File: src/rtl/texture_spi_loader.sv
// SPI-flash texture loader: reads 2x64x64 texel bytes and streams them as texture-memory writes.
// Optional build macro TEXLOAD_FASTREAD_EN selects the 0x0B fast-read command with 8 dummy bits.
module texture_spi_loader #(
   parameter int          CHANNEL_BITS = 2,
   parameter logic [23:0] FLASH_BASE   = 24'h000000
) (
   input  logic                      clk,
   input  logic                      reset_n,
   input  logic                      start,
   output logic                      busy,
   output logic                      done,
   output logic                      spi_csb,
   output logic                      spi_sclk,
   output logic                      spi_mosi,
   input  logic                      spi_miso,
   output logic                      wr_en,
   output logic                      wr_side,
   output logic [5:0]                wr_col,
   output logic [5:0]                wr_row,
   output logic [CHANNEL_BITS*3-1:0] wr_data
);
   localparam int DW = CHANNEL_BITS * 3;
`ifdef TEXLOAD_FASTREAD_EN
   localparam int                    CMD_BITS = 40;
   localparam logic [CMD_BITS-1:0]   CMD_WORD = {8'h0B, FLASH_BASE, 8'h00};
`else
   localparam int                    CMD_BITS = 32;
   localparam logic [CMD_BITS-1:0]   CMD_WORD = {8'h03, FLASH_BASE};
`endif

   typedef enum logic [1:0] {IDLE, CMD, DATA, DONE} state_t;

   state_t              state_q, state_d;
   logic                ph_q, ph_d;
   logic [5:0]          bit_cnt_q, bit_cnt_d;
   logic [12:0]         idx_q, idx_d;
   logic [CMD_BITS-1:0] cmd_sr_q, cmd_sr_d;
   logic [DW-2:0]       sh_q, sh_d;
   logic                fin_q, fin_d;
   logic                busy_q, busy_d, done_q, done_d;
   logic                csb_q, csb_d, sclk_q, sclk_d, mosi_q, mosi_d;
   logic                wr_en_q, wr_en_d, wr_side_q, wr_side_d;
   logic [5:0]          wr_col_q, wr_col_d, wr_row_q, wr_row_d;
   logic [DW-1:0]       wr_data_q, wr_data_d, byte_lo;

   // Only the low DW bits of each byte are kept; the shifter is one bit short of that
   // because the final bit comes straight from miso on the sampling edge.
   assign byte_lo = {sh_q, spi_miso};

   always_comb begin
      state_d   = state_q;
      ph_d      = ph_q;
      bit_cnt_d = bit_cnt_q;
      idx_d     = idx_q;
      cmd_sr_d  = cmd_sr_q;
      sh_d      = sh_q;
      fin_d     = fin_q;
      busy_d    = busy_q;
      done_d    = done_q;
      csb_d     = csb_q;
      sclk_d    = sclk_q;
      mosi_d    = mosi_q;
      wr_en_d   = 1'b0;
      wr_side_d = wr_side_q;
      wr_col_d  = wr_col_q;
      wr_row_d  = wr_row_q;
      wr_data_d = wr_data_q;
      case (state_q)
         IDLE: if (start) begin
            state_d   = CMD;
            busy_d    = 1'b1;
            done_d    = 1'b0;
            csb_d     = 1'b0;
            sclk_d    = 1'b0;
            ph_d      = 1'b0;
            bit_cnt_d = 6'd0;
            idx_d     = 13'd0;
            fin_d     = 1'b0;
            mosi_d    = CMD_WORD[CMD_BITS-1];
            cmd_sr_d  = {CMD_WORD[CMD_BITS-2:0], 1'b0};
         end
         CMD: begin
            ph_d   = ~ph_q;
            sclk_d = ~ph_q;
            if (ph_q) begin
               if (bit_cnt_q == 6'(CMD_BITS - 1)) begin
                  state_d   = DATA;
                  mosi_d    = 1'b0;
                  bit_cnt_d = 6'd0;
               end else begin
                  bit_cnt_d = bit_cnt_q + 6'd1;
                  mosi_d    = cmd_sr_q[CMD_BITS-1];
                  cmd_sr_d  = {cmd_sr_q[CMD_BITS-2:0], 1'b0};
               end
            end
         end
         DATA: begin
            if (fin_q) begin
               state_d = DONE;
               csb_d   = 1'b1;
               sclk_d  = 1'b0;
               busy_d  = 1'b0;
               done_d  = 1'b1;
            end else begin
               ph_d   = ~ph_q;
               sclk_d = ~ph_q;
               if (ph_q) begin
                  sh_d = byte_lo[DW-2:0];
                  if (bit_cnt_q == 6'd7) begin
                     bit_cnt_d = 6'd0;
                     wr_en_d   = 1'b1;
                     wr_data_d = byte_lo;
                     {wr_side_d, wr_col_d, wr_row_d} = idx_q;
                     // Last texel: hold the index rather than wrapping to 0.
                     if (idx_q == 13'h1FFF) fin_d = 1'b1;
                     else                   idx_d = idx_q + 13'd1;
                  end else begin
                     bit_cnt_d = bit_cnt_q + 6'd1;
                  end
               end
            end
         end
         DONE:    state_d = IDLE;
         default: state_d = IDLE;
      endcase
   end

   always_ff @(posedge clk or negedge reset_n) begin
      if (!reset_n) begin
         state_q   <= IDLE;
         ph_q      <= 1'b0;
         bit_cnt_q <= 6'd0;
         idx_q     <= 13'd0;
         cmd_sr_q  <= '0;
         sh_q      <= '0;
         fin_q     <= 1'b0;
         busy_q    <= 1'b0;
         done_q    <= 1'b0;
         csb_q     <= 1'b1;
         sclk_q    <= 1'b0;
         mosi_q    <= 1'b0;
         wr_en_q   <= 1'b0;
         wr_side_q <= 1'b0;
         wr_col_q  <= 6'd0;
         wr_row_q  <= 6'd0;
         wr_data_q <= '0;
      end else begin
         state_q   <= state_d;
         ph_q      <= ph_d;
         bit_cnt_q <= bit_cnt_d;
         idx_q     <= idx_d;
         cmd_sr_q  <= cmd_sr_d;
         sh_q      <= sh_d;
         fin_q     <= fin_d;
         busy_q    <= busy_d;
         done_q    <= done_d;
         csb_q     <= csb_d;
         sclk_q    <= sclk_d;
         mosi_q    <= mosi_d;
         wr_en_q   <= wr_en_d;
         wr_side_q <= wr_side_d;
         wr_col_q  <= wr_col_d;
         wr_row_q  <= wr_row_d;
         wr_data_q <= wr_data_d;
      end
   end

   assign busy     = busy_q;
   assign done     = done_q;
   assign spi_csb  = csb_q;
   assign spi_sclk = sclk_q;
   assign spi_mosi = mosi_q;
   assign wr_en    = wr_en_q;
   assign wr_side  = wr_side_q;
   assign wr_col   = wr_col_q;
   assign wr_row   = wr_row_q;
   assign wr_data  = wr_data_q;
endmodule

File: config.mk
export PLATFORM = sky130hd
export DESIGN_NAME = texture_spi_loader
export DESIGN_NICKNAME = d
export VERILOG_FILES = /design/src/rtl/texture_spi_loader.sv
export SDC_FILE = /design/constraint.sdc
export NUM_CORES = 1
export LEC_CHECK = 0
export CAP_MARGIN = 10
export CORE_UTILIZATION = 50
export CTS_BUF_LIST = sky130_fd_sc_hd__clkbuf_16
export DETAILED_ROUTE_END_ITERATION = 16
export PLACE_DENSITY = 0.77
export RECOVER_POWER = 50
export SLEW_MARGIN = 40
export SYNTH_ARGS = -nofsm -noshare
export SYNTH_HDL_FRONTEND = slang
export SYNTH_SLANG_ARGS = --single-unit
File: constraint.sdc
create_clock -name clk -period 2.9 [get_ports clk]
set_clock_uncertainty 0.1 [all_clocks]
set_input_delay 0.58 -clock clk [delete_from_list [all_inputs] [get_ports clk]]
set_output_delay 0.58 -clock clk [all_outputs]
set_load 0.02 [all_outputs]
# == Yosys cells after proc, flatten, opt, wreduce, memory -nomap -nowiden ==
# Index checks and enable logic that the tools add are counted.
# op_classes
addsub,2
eq_ne,15
mux,44
n_reduce_logical,15
bitwise_logic,2
# ops
op,count
$mux W32,3
$mux W13,5
$pmux W32 S2,1
$mux W6,6
$pmux W13 S2,1
$ne A2 B2 Y1 const B,9
$pmux W6 S3,1
$mux W1,16
$add A13 B1 Y13 const B,1
$eq A13 B13 Y1 const B,1
$reduce_and A3 Y1,4
$reduce_and A4 Y1,3
$mux W2,4
$pmux W1 S2,4
$pmux W2 S4,1
$add A6 B1 Y6 const B,1
$eq A6 B3 Y1 const B,1
$eq A6 B5 Y1 const B,1
$pmux W1 S3,2
$reduce_and A6 Y1,1
$reduce_and A5 Y1,1
$eq A2 B2 Y1 const B,2
$reduce_and A2 Y1,2
$reduce_bool A2 Y1,2
other kinds (4),5
# word_totals
register_bits,85
input_bits,4
out_inout_bits,25

# == Longest topological paths before layout ==
# Gate-level depths: netlist of run 1.
# depth
word_depth,6
mapped_depth,8

# == Worst setup path after synthesis of run 1 ==
# No wires, ideal clock.
# synth_timing
path_type,register -> register
startpoint,reg state_q[0]
endpoint,reg idx_q[5]
stages_incl_launch_ff,8
path_buffers,0
arrival_time_ns,1.978
required_time_ns,2.699
path_slack_ns,0.722
cell_sequence,dfrtp_1 inv_1 ha_1 nand3b_4 nor3b_4 o21ai_2 or4_1 o311ai_2
# synth_via
elab_chain_cells,3
word_cells_on_any_way,10
cone_classes,6 x eq/ne; 1 x mux; 3 x reduce/logical
# synth_rtl
element,line,rtl
from (decl),33,"state_t state_q, state_d;"
from (signal assigned),148,state_q <= state_d;
$eq A2 B2 Y1 / $logic_not A2 Y1 (equally long branches),68,case (state_q)
$ne A2 B2 Y1 (no source line) / $reduce_bool A2 Y1 (equally long branches),--,
$reduce_and A6 Y1 (no source line),--,
to (signal assigned),151,idx_q <= idx_d;
to (decl),36,"logic [12:0] idx_q, idx_d;"
# Parallel ways exist; a longest one is shown, timed or not.
# A chain may end at the register's enable or synchronous reset.

# == Worst setup path in the final report of run 1 ==
# Same ends and word-level chain as after synthesis.

==> results of run 1 <==
[cell usage in the layout, fill, tap and decap left out, drive strengths merged, types with 5 or more instances in the layout]
cell type      synthesis  final
a21oi                 17     17
a22o                  10     10
buf                    3      5
clkbuf                 5     11
clkdlybuf4s50          0     25
dfrtp                 59     59
ha                     6      6
inv                    8     10
mux2                  27     27
nand2                 25     25
nand3                  9      9
nor2                  15     15
nor3                   5      5
o21ai                 10     10
[cell type report]
class	instances	area, sq um	area share
multi-input combinational	179	1260	0.357
timing repair buffer	34	314	0.0890
inverter	8	30.0	0.00851
clock buffer	9	225	0.0638
tap	72	90.1	0.0255
clock inverter	7	108	0.0305
sequential	60	1500	0.426
[registers in the layout, summed over array words and instances (netlist names)]
name and count:
spi_mosi 1, sh_q 5, state_q 2, ph_q 1, wr_row 6, bit_cnt_q 6
wr_data 6, idx_q 13, wr_en 1, cmd_sr_q 7, done 1, spi_sclk 1
fin_q 1, wr_side 1, busy 1, wr_col 6, spi_csb 1
[metrics by stage]
step / hold WS (ns) / total power [mW]
after floorplan: 0.184 / 1.77
after global placement: 0.371 / 1.94
after detailed placement: 0.375 / 1.99
after CTS: 0.171 / 3.18
after global routing: 0.410 / 3.33
final: 0.384 / 3.14
[worst paths after layout]
check                                    startpoint                        to  depth (start not counted)
max reg2reg                  state_q[0]$_DFFE_PN0P_      idx_q[5]$_DFFE_PN0P_                          7
min                        cmd_sr_q[26]$_DFFE_PN0P_  cmd_sr_q[26]$_DFFE_PN0P_                          2
max                          state_q[0]$_DFFE_PN0P_      idx_q[5]$_DFFE_PN0P_                          7
min in group asynchronous                   reset_n  bit_cnt_q[1]$_DFFE_PN0P_                          2
min reg2reg                cmd_sr_q[26]$_DFFE_PN0P_  cmd_sr_q[26]$_DFFE_PN0P_                          2
max in group asynchronous                   reset_n  bit_cnt_q[4]$_DFFE_PN0P_                          2
[cell families (layout without fill, tap and decap cells)]
group | after synthesis | count (layout)
mux | 27 | 27
compound gates | 64 | 64
fa+ha+maj | 6 | 6
buf+inv | 16 | 58
simple gates | 82 | 82
flops | 60 | 60
[worst max-delay path: cells and delay by family (launching register included)]
kind,cells,cell delay (ns)
compound gates,2,0.39
fa+ha+maj,1,0.17
buf+inv,1,0.09
flops,1,0.40
simple gates,3,1.22
[per-layer routing]
layer	wire length [um]	vias to the layer above	global-route usage
met5	0	-	0
met4	91	0	0.108
met3	177	8	0.0393
met2	2630	38	0.313
met1	2540	1051	0.269
li1	-	1020	-
[report_power, final]
part           total [mW]  switching, mW  internal (mW)  leakage [nW]
clock                1.18          0.348          0.828         0.172
sequential           1.09          0.122          0.971         0.802
combinational       0.868          0.511          0.357         0.610
total                3.14          0.981           2.16          1.58
==> impl_metrics.csv, run 1 <==
group,metric,value,unit
global_route,grt_max_degree,61,
drt,wirelength,5440,um
critical_path,path_class,"flop to flop",
synth,synthAdderAreaFrac,0.0265,
sta,fin_setup_tns,0,ns
clocking,ctsResizeCount,0,
sta,hold_violations,0,
synth,synth-compound-area-share,0.160,
placement,dpl.hpwl,3630,um
placement,placed_area,0.00323,sq mm
synth,yosysSeqAreaShare,0.530,
critical_path,r2r_slack,0.42,ns
clocking,path_clk_slew,0.05,ns
clocking,cts_buffers,9,
clocking,cts_root_buf,"clkbuf_16",
drt,viasPerCell,5.74,
global_route,grt_pass1_wl,9410,um
critical_path,worstSetupEndpointType,"flop",
placement,place_congestion,0.814,
cells_and_area,drive_gt1_frac,0.178,
flow_run,drv_cap,0,
floorplanning,initial_core_util,0.518,
synth,yosys-top-cells-count,"dfrtp_1, mux2_2, nand2_1",
cells_and_area,fin_util,0.645,
drt,dr.pass1.iters,4,
synth,synth_area_leader_cell,"dfrtp_1",
drt,drtIter0Drc,112,
sta,rsz0062_at_grt,"no",
floorplanning,rows,27,
run_status,status,"complete, no violations",
synth,synth-main-ff-cell,"dfrtp_1",
sta,fmax,0.404,GHz
critical_path,critical_path.cell_chain,"inv_1, ha_1, nand3b_1, nor3b_4, o21ai_2, or4_1, o311ai_2",
drt,routedWlPerCell,14.7,um
synth,synth.area.top_cells,"dfrtp_1, mux2_2, nand2_1",
floorplanning,core,0.00547,sq mm
power_and_ir_drop,irDropWorstVdd,0.375,mV
sta,fin_crit,2.48,ns
synth,ys_ff_latch,60,
cells_and_area,final.fill_count,436,
floorplanning,die_x,77.3,um
synth,synthMuxAreaShare,0.107,
critical_path,crit_arrival,2.60,ns
clocking,cts_tree,"built",
critical_path,cp_max_fo,9,
synth,synth_xor_area_frac,0,
cells_and_area,fin_nets,302,
drt,drc,0,
drt,vias,2117,
clocking,worst_skew_pair.late_latency,0.32,ns
floorplanning,chipHeight,77.3,um
sta,slew_violations,0,
cells_and_area,fin_cells,369,
power_and_ir_drop,leakage,1.58,nW
synth,postSynthAreaPerCell,11.1,sq um
drt,antenna_left,0,
placement,dpl_worst_slack,0.359,ns
clocking,clk_path_buf_depth,2,
global_route,grt-ovfl-total,0,
synth,postSynthNetCount,265,
clocking,hold_buffers,0,
synth,yosys.area.top_type_share,0.521,
synth,synth_cell_types,50,
critical_path,slowest_delay,0.56,ns
critical_path,cp.required,3.03,ns
sta,post-route-period-util,0.854,
clocking,cts.sinks,60,
cells_and_area,syn_to_final_growth,24.4,%
clocking,htreeDepth,3,
floorplanning,die-area,0.00598,sq mm
worst_hold_path,hp-class,"flop to flop",
sta,worst_pin_slew,1.43,ns
power_and_ir_drop,cellPowerDensity,889,mW/mm^2
sta,worst_slack,0.424,ns
placement,dp_cells,353,
global_route,grt_pass1_vias,1979,
floorplanning,ios,29,
global_route,track_usage,0.203,
clocking,cts_setup_buffers,0,
synth,synth-simple-area-share,0.154,
synth,synth_most_common_cell,"dfrtp_1",
sta,slew_headroom,0.0440,
synth,synth_async_sr_flop_share,1.00,
synth,synthCells,255,
synth,synth_edf_count,0,
synth,synth_area,0.00284,sq mm
cells_and_area,diodes,0,
synth,yosys_warnings,0,
critical_path,cpMaxStageDelayCell,"or4_1",
placement,numPortBuffers,28,
critical_path,start_kind,"flop",
global_route,antenna_found_initial,0,
sta,final-setup-viol-count,0,
cells_and_area,fin_area,0.00353,sq mm
synth,synth_top_family_by_area,"compound AO/OA/AOI/OAI gates",
No activity file was read; power rests on OpenSTA's default activity.
==> run 2: changes to the inputs <==
--- a/config.mk
+++ b/config.mk
@@ -6,12 +6,12 @@
 export NUM_CORES = 1
 export LEC_CHECK = 0
 export CAP_MARGIN = 10
-export CORE_UTILIZATION = 50
+export CORE_MARGIN = 1
+export CORE_UTILIZATION = 47
 export CTS_BUF_LIST = sky130_fd_sc_hd__clkbuf_16
 export DETAILED_ROUTE_END_ITERATION = 16
-export PLACE_DENSITY = 0.77
+export PLACE_DENSITY = 0.73
 export RECOVER_POWER = 50
-export SLEW_MARGIN = 40
 export SYNTH_ARGS = -nofsm -noshare
 export SYNTH_HDL_FRONTEND = slang
 export SYNTH_SLANG_ARGS = --single-unit
==> impl_metrics.csv, run 2 (same netlist as run 1, synthesis figures left out) <==
group,metric,value,unit
clocking,cts.sinks,60,
floorplanning,core,0.00568,sq mm
critical_path,slowest_delay,0.57,ns
sta,hold_violations,0,
global_route,grt-ovfl-total,0,
placement,dpl.hpwl,3780,um
global_route,track_usage,0.196,
drt,dr.pass1.iters,4,
cells_and_area,syn_to_final_growth,23.1,%
clocking,path_clk_slew,0.05,ns
cells_and_area,fin_cells,369,
power_and_ir_drop,internal_power,1.99,mW
drt,drtIter0Drc,98,
clocking,cts_tree,"built",
cells_and_area,drive_gt1_frac,0.182,
power_and_ir_drop,p_comb_frac,0.292,
critical_path,endpoint,"idx_q[5]$_DFFE_PN0P_",
sta,rsz0062_at_grt,"no",
run_status,violations,"max-capacitance violations",
sta,post-route-period-util,0.874,
critical_path,path_class,"flop to flop",
critical_path,crit_start,"state_q[0]$_DFFE_PN0P_",
clocking,htreeDepth,3,
critical_path,critical-path-top-delay-family,"simple AND/OR/NAND/NOR gates",
critical_path,critical_path.cell_chain,"inv_1, ha_1, nand3b_1, nor3b_4, o21ai_2, or4_1, o311ai_2",
worst_hold_path,hold_start,"cmd_sr_q[26]$_DFFE_PN0P_",
global_route,grt_pass1_vias,1896,
placement,place_congestion,0.786,
floorplanning,die_x,79.7,um
power_and_ir_drop,leakage,1.55,nW
run_status,status,"finished with violations",
power_and_ir_drop,p_switching,999,uW
cells_and_area,largest_reg_flops,13,
cells_and_area,fin_nets,302,
cells_and_area,top_register,"idx_q",
worst_hold_path,hp-class,"flop to flop",
sta,final-setup-viol-count,0,
global_route,antenna_found_initial,0,
floorplanning,ios,29,
clocking,cts_buffers,9,
drt,viasPerCell,5.67,
critical_path,reg2reg_depth,7,
global_route,grt_max_degree,35,
flow_run,drv_cap,1,
cells_and_area,fin_area,0.00349,sq mm
drt,wirelength,5550,um
critical_path,path_depth,7,
placement,placed_area,0.00323,sq mm
sta,slew_headroom,0.000342,
drt,drc,0,
floorplanning,die-area,0.00635,sq mm
floorplanning,chipHeight,79.7,um
clocking,cts_setup_buffers,0,
sta,fmax,0.394,GHz
placement,dpl_worst_slack,0.297,ns
floorplanning,rows,27,
clocking,cts_root_buf,"clkbuf_16",
power_and_ir_drop,p_clk_frac,0.342,
critical_path,cp_max_fo,9,
drt,routedWlPerCell,15.0,um
sta,slew_violations,0,
critical_path,cp.required,3.02,ns
placement,dp_cells,353,
global_route,grt_pass1_wl,9400,um
critical_path,r2r_slack,0.36,ns
sta,fin_crit,2.54,ns
clocking,clk_path_buf_depth,2,
cells_and_area,final_cell_mix,"dfrtp_1, mux2_2, clkdlybuf4s50_1",
clocking,hold_buffers,0,
cells_and_area,diodes,0,
power_and_ir_drop,seq_power_share,0.366,
cells_and_area,final_common_cell,"dfrtp_1",
drt,antenna_left,0,
power_and_ir_drop,irDropWorstVdd,0.496,mV
critical_path,worstSetupEndpointType,"flop",
sta,worst_pin_slew,1.50,ns
critical_path,path_buf_inv,1,
critical_path,r2r-start,"state_q[0]$_DFFE_PN0P_",
clocking,worst_skew_pair.late_latency,0.32,ns
power_and_ir_drop,p_sw_frac,0.334,
cells_and_area,fin_util,0.615,
critical_path,crit_arrival,2.66,ns
clocking,ctsResizeCount,0,
drt,vias,2094,
sta,fin_setup_tns,0,ns
critical_path,cpMaxStageDelayCell,"or4_1",
cells_and_area,top_regs,"idx_q (13), cmd_sr_q (7)",
power_and_ir_drop,cellPowerDensity,857,mW/mm^2
placement,numPortBuffers,28,
sta,worst_slack,0.364,ns
floorplanning,initial_core_util,0.500,
critical_path,start_kind,"flop",
critical_path,rr_endpoint,"idx_q[5]$_DFFE_PN0P_",
==> run 2: per-stage QoR <==
| step | hold WS, ns | total power [mW] |
|---|---|---|
| 2_1_floorplan | 0.184 | 1.77 |
| 3_3_place_gp | 0.364 | 1.95 |
| 3_5_place_dp | 0.371 | 1.99 |
| 4_1_cts | 0.201 | 3.03 |
| 5_1_grt | 0.417 | 3.18 |
| 6_report | 0.379 | 2.99 |
==> run 2: layout make-up <==
class,instances,area [sq um]
fillers,472,2180
clock buffers,9,225
inverters,8,30.0
well taps,72,90.1
clock inverters,7,67.6
multi-input cells,179,1260
repair buffers,34,317
flip-flops and latches,60,1500
==> run 2: how the worst min path moves through the flow <==
stage / endpoint / slack (ns) / depth (start not counted)
2_1_floorplan: bit_cnt_q[0]$_DFFE_PN0P_ / 0.18 / 0
3_5_place_dp: cmd_sr_q[26]$_DFFE_PN0P_ / 0.37 / 2
6_report: cmd_sr_q[26]$_DFFE_PN0P_ / 0.38 / 2
5_1_grt: sh_q[4]$_DFFE_PN0P_ / 0.42 / 1
3_3_place_gp: cmd_sr_q[26]$_DFFE_PN0P_ / 0.36 / 2
4_1_cts: bit_cnt_q[0]$_DFFE_PN0P_ / 0.20 / 1
==> run 2: worst register-to-register path: stages (launching register included) <==
cell	delay, ns
dfrtp_1	0.41
inv_1	0.10
ha_1	0.17
nand3b_1	0.30
nor3b_4	0.39
o21ai_2	0.18
or4_1	0.57
o311ai_2	0.22
==> run 2: metal layers <==
metal	track usage	wire length (um)	up-vias
met5	0	0	-
met4	0.0945	79	0
li1	-	-	1024
met1	0.279	2640	1006
met2	0.286	2580	54
met3	0.0377	251	10
==> run 2: power groups by stage <==
stage	combinational, mW	sequential [mW]	clock, mW
2_1_floorplan	0.694	1.08	0
3_3_place_gp	0.854	1.10	0
3_5_place_dp	0.883	1.11	0
4_1_cts	0.887	1.09	1.04
5_1_grt	0.983	1.12	1.08
6_report	0.874	1.09	1.02
==> run 3: changes to the inputs <==
--- a/config.mk
+++ b/config.mk
@@ -12,6 +12,7 @@
 export DETAILED_ROUTE_END_ITERATION = 16
 export PLACE_DENSITY = 0.73
 export RECOVER_POWER = 50
+export REMOVE_ABC_BUFFERS = 1
 export SYNTH_ARGS = -nofsm -noshare
 export SYNTH_HDL_FRONTEND = slang
 export SYNTH_SLANG_ARGS = --single-unit
==> impl_metrics.csv, run 3 (same netlist as run 1, synthesis figures left out) <==
group,metric,value,unit
cells_and_area,syn_to_final_growth,23.5,%
clocking,cts_buffers,9,
worst_hold_path,holdPathEnd,"cmd_sr_q[26]$_DFFE_PN0P_",
flow_run,drv_cap,0,
cells_and_area,top_register,"idx_q",
clocking,cts_tree,"built",
drt,drc,0,
sta,hold_violations,0,
critical_path,worstSetupEndpointType,"flop",
critical_path,crit_arrival,2.56,ns
sta,final-setup-viol-count,0,
power_and_ir_drop,cellPowerDensity,850,mW/mm^2
floorplanning,chipHeight,79.7,um
worst_hold_path,hold_start,"cmd_sr_q[26]$_DFFE_PN0P_",
sta,slew_headroom,0.107,
clocking,cts_setup_buffers,0,
global_route,grt_max_degree,31,
critical_path,start_kind,"flop",
sta,fin_setup_tns,0,ns
drt,viasPerCell,5.68,
clocking,htreeDepth,3,
clocking,worst_skew_pair.late_latency,0.32,ns
sta,fin_crit,2.44,ns
cells_and_area,diodes,0,
floorplanning,rows,27,
run_status,status,"complete, no violations",
drt,wirelength,5180,um
cells_and_area,top_regs,"idx_q (13), cmd_sr_q (7)",
clocking,hold_buffers,0,
placement,dp_cells,354,
worst_hold_path,whs_path_depth,2,
placement,place_congestion,0.851,
cells_and_area,fin_cells,370,
cells_and_area,fin_nets,303,
sta,post-route-period-util,0.840,
floorplanning,initial_core_util,0.500,
drt,routedWlPerCell,14.0,um
placement,dpl.hpwl,3650,um
floorplanning,core,0.00568,sq mm
worst_hold_path,hp-class,"flop to flop",
floorplanning,die-area,0.00635,sq mm
clocking,cts_root_buf,"clkbuf_16",
drt,dr.pass1.iters,4,
critical_path,reg2reg_depth,7,
cells_and_area,fin_util,0.617,
floorplanning,ios,29,
critical_path,rr_endpoint,"idx_q[5]$_DFFE_PN0P_",
global_route,grt_pass1_vias,1937,
drt,drtIter0Drc,120,
global_route,antenna_found_initial,0,
clocking,cts.sinks,60,
global_route,grt_pass1_wl,9030,um
power_and_ir_drop,leakage,1.57,nW
sta,fmax,0.410,GHz
cells_and_area,largest_reg_flops,13,
sta,slew_violations,0,
critical_path,cp.required,3.02,ns
global_route,track_usage,0.187,
placement,numPortBuffers,28,
drt,antenna_left,0,
clocking,ctsResizeCount,0,
clocking,clk_path_buf_depth,2,
cells_and_area,final_cell_mix,"dfrtp_1, mux2_2, clkdlybuf4s50_1",
cells_and_area,drive_gt1_frac,0.178,
critical_path,r2r_slack,0.46,ns
critical_path,cp_max_fo,9,
floorplanning,die_x,79.7,um
drt,vias,2100,
global_route,grt-ovfl-total,0,
critical_path,path_class,"flop to flop",
clocking,path_clk_slew,0.05,ns
cells_and_area,final_common_cell,"dfrtp_1",
sta,rsz0062_at_grt,"no",
critical_path,r2r-start,"state_q[0]$_DFFE_PN0P_",
power_and_ir_drop,irDropWorstVdd,0.546,mV
sta,worst_pin_slew,1.34,ns
run 3: worst max-delay path, cell delays in order, from the launching register on:
cell and delay [ns]:
dfrtp_1 0.41, inv_1 0.10, ha_1 0.21, nand3b_4 0.14
nor3b_4 0.39, o21ai_2 0.20, or4_1 0.56, o311ai_2 0.22
run 3: metrics by stage:
stage               total power, mW  area, sq um  hold WS, ns  setup slack [ns]
floorplan                      1.75         2800        0.184            -0.273
global route                   3.18         3500        0.413             0.266
detailed placement             1.98         3220        0.377             0.364
CTS                            3.01         3510        0.169             0.461
global placement               1.96         3220        0.366             0.396
finish                         2.98         3500        0.383             0.463
run 3: area by class of cell:
cell class	instances	area, sq um
fill	465	2170
clock inverter	7	67.6
clock buffer	9	225
tap	72	90.1
timing repair buffer	35	315
inverter	8	30.0
sequential	60	1500
multi-input combinational	179	1270
run 3: how the worst max path moves through the flow:
stage / start / end / slack (ns)
floorplan: state_q[0]$_DFFE_PN0P_ / idx_q[5]$_DFFE_PN0P_ / -0.27
finish: state_q[0]$_DFFE_PN0P_ / idx_q[5]$_DFFE_PN0P_ / 0.46
global route: reset_n / sh_q[0]$_DFFE_PN0P_ / 0.27
global placement: start / idx_q[5]$_DFFE_PN0P_ / 0.40
CTS: state_q[0]$_DFFE_PN0P_ / idx_q[5]$_DFFE_PN0P_ / 0.46
detailed placement: start / idx_q[5]$_DFFE_PN0P_ / 0.36
run 3: power breakdown:
part           internal, mW  switching [mW]  leakage, nW
Sequential            0.971           0.120        0.802
Combinational         0.370           0.503        0.626
Clock                 0.658           0.357        0.139
run 3: per-layer routing:
layer  share of wire  track usage
met2            0.43        0.267
met5               0            0
met4           0.020       0.0964
met3           0.031       0.0377
met1            0.52        0.268
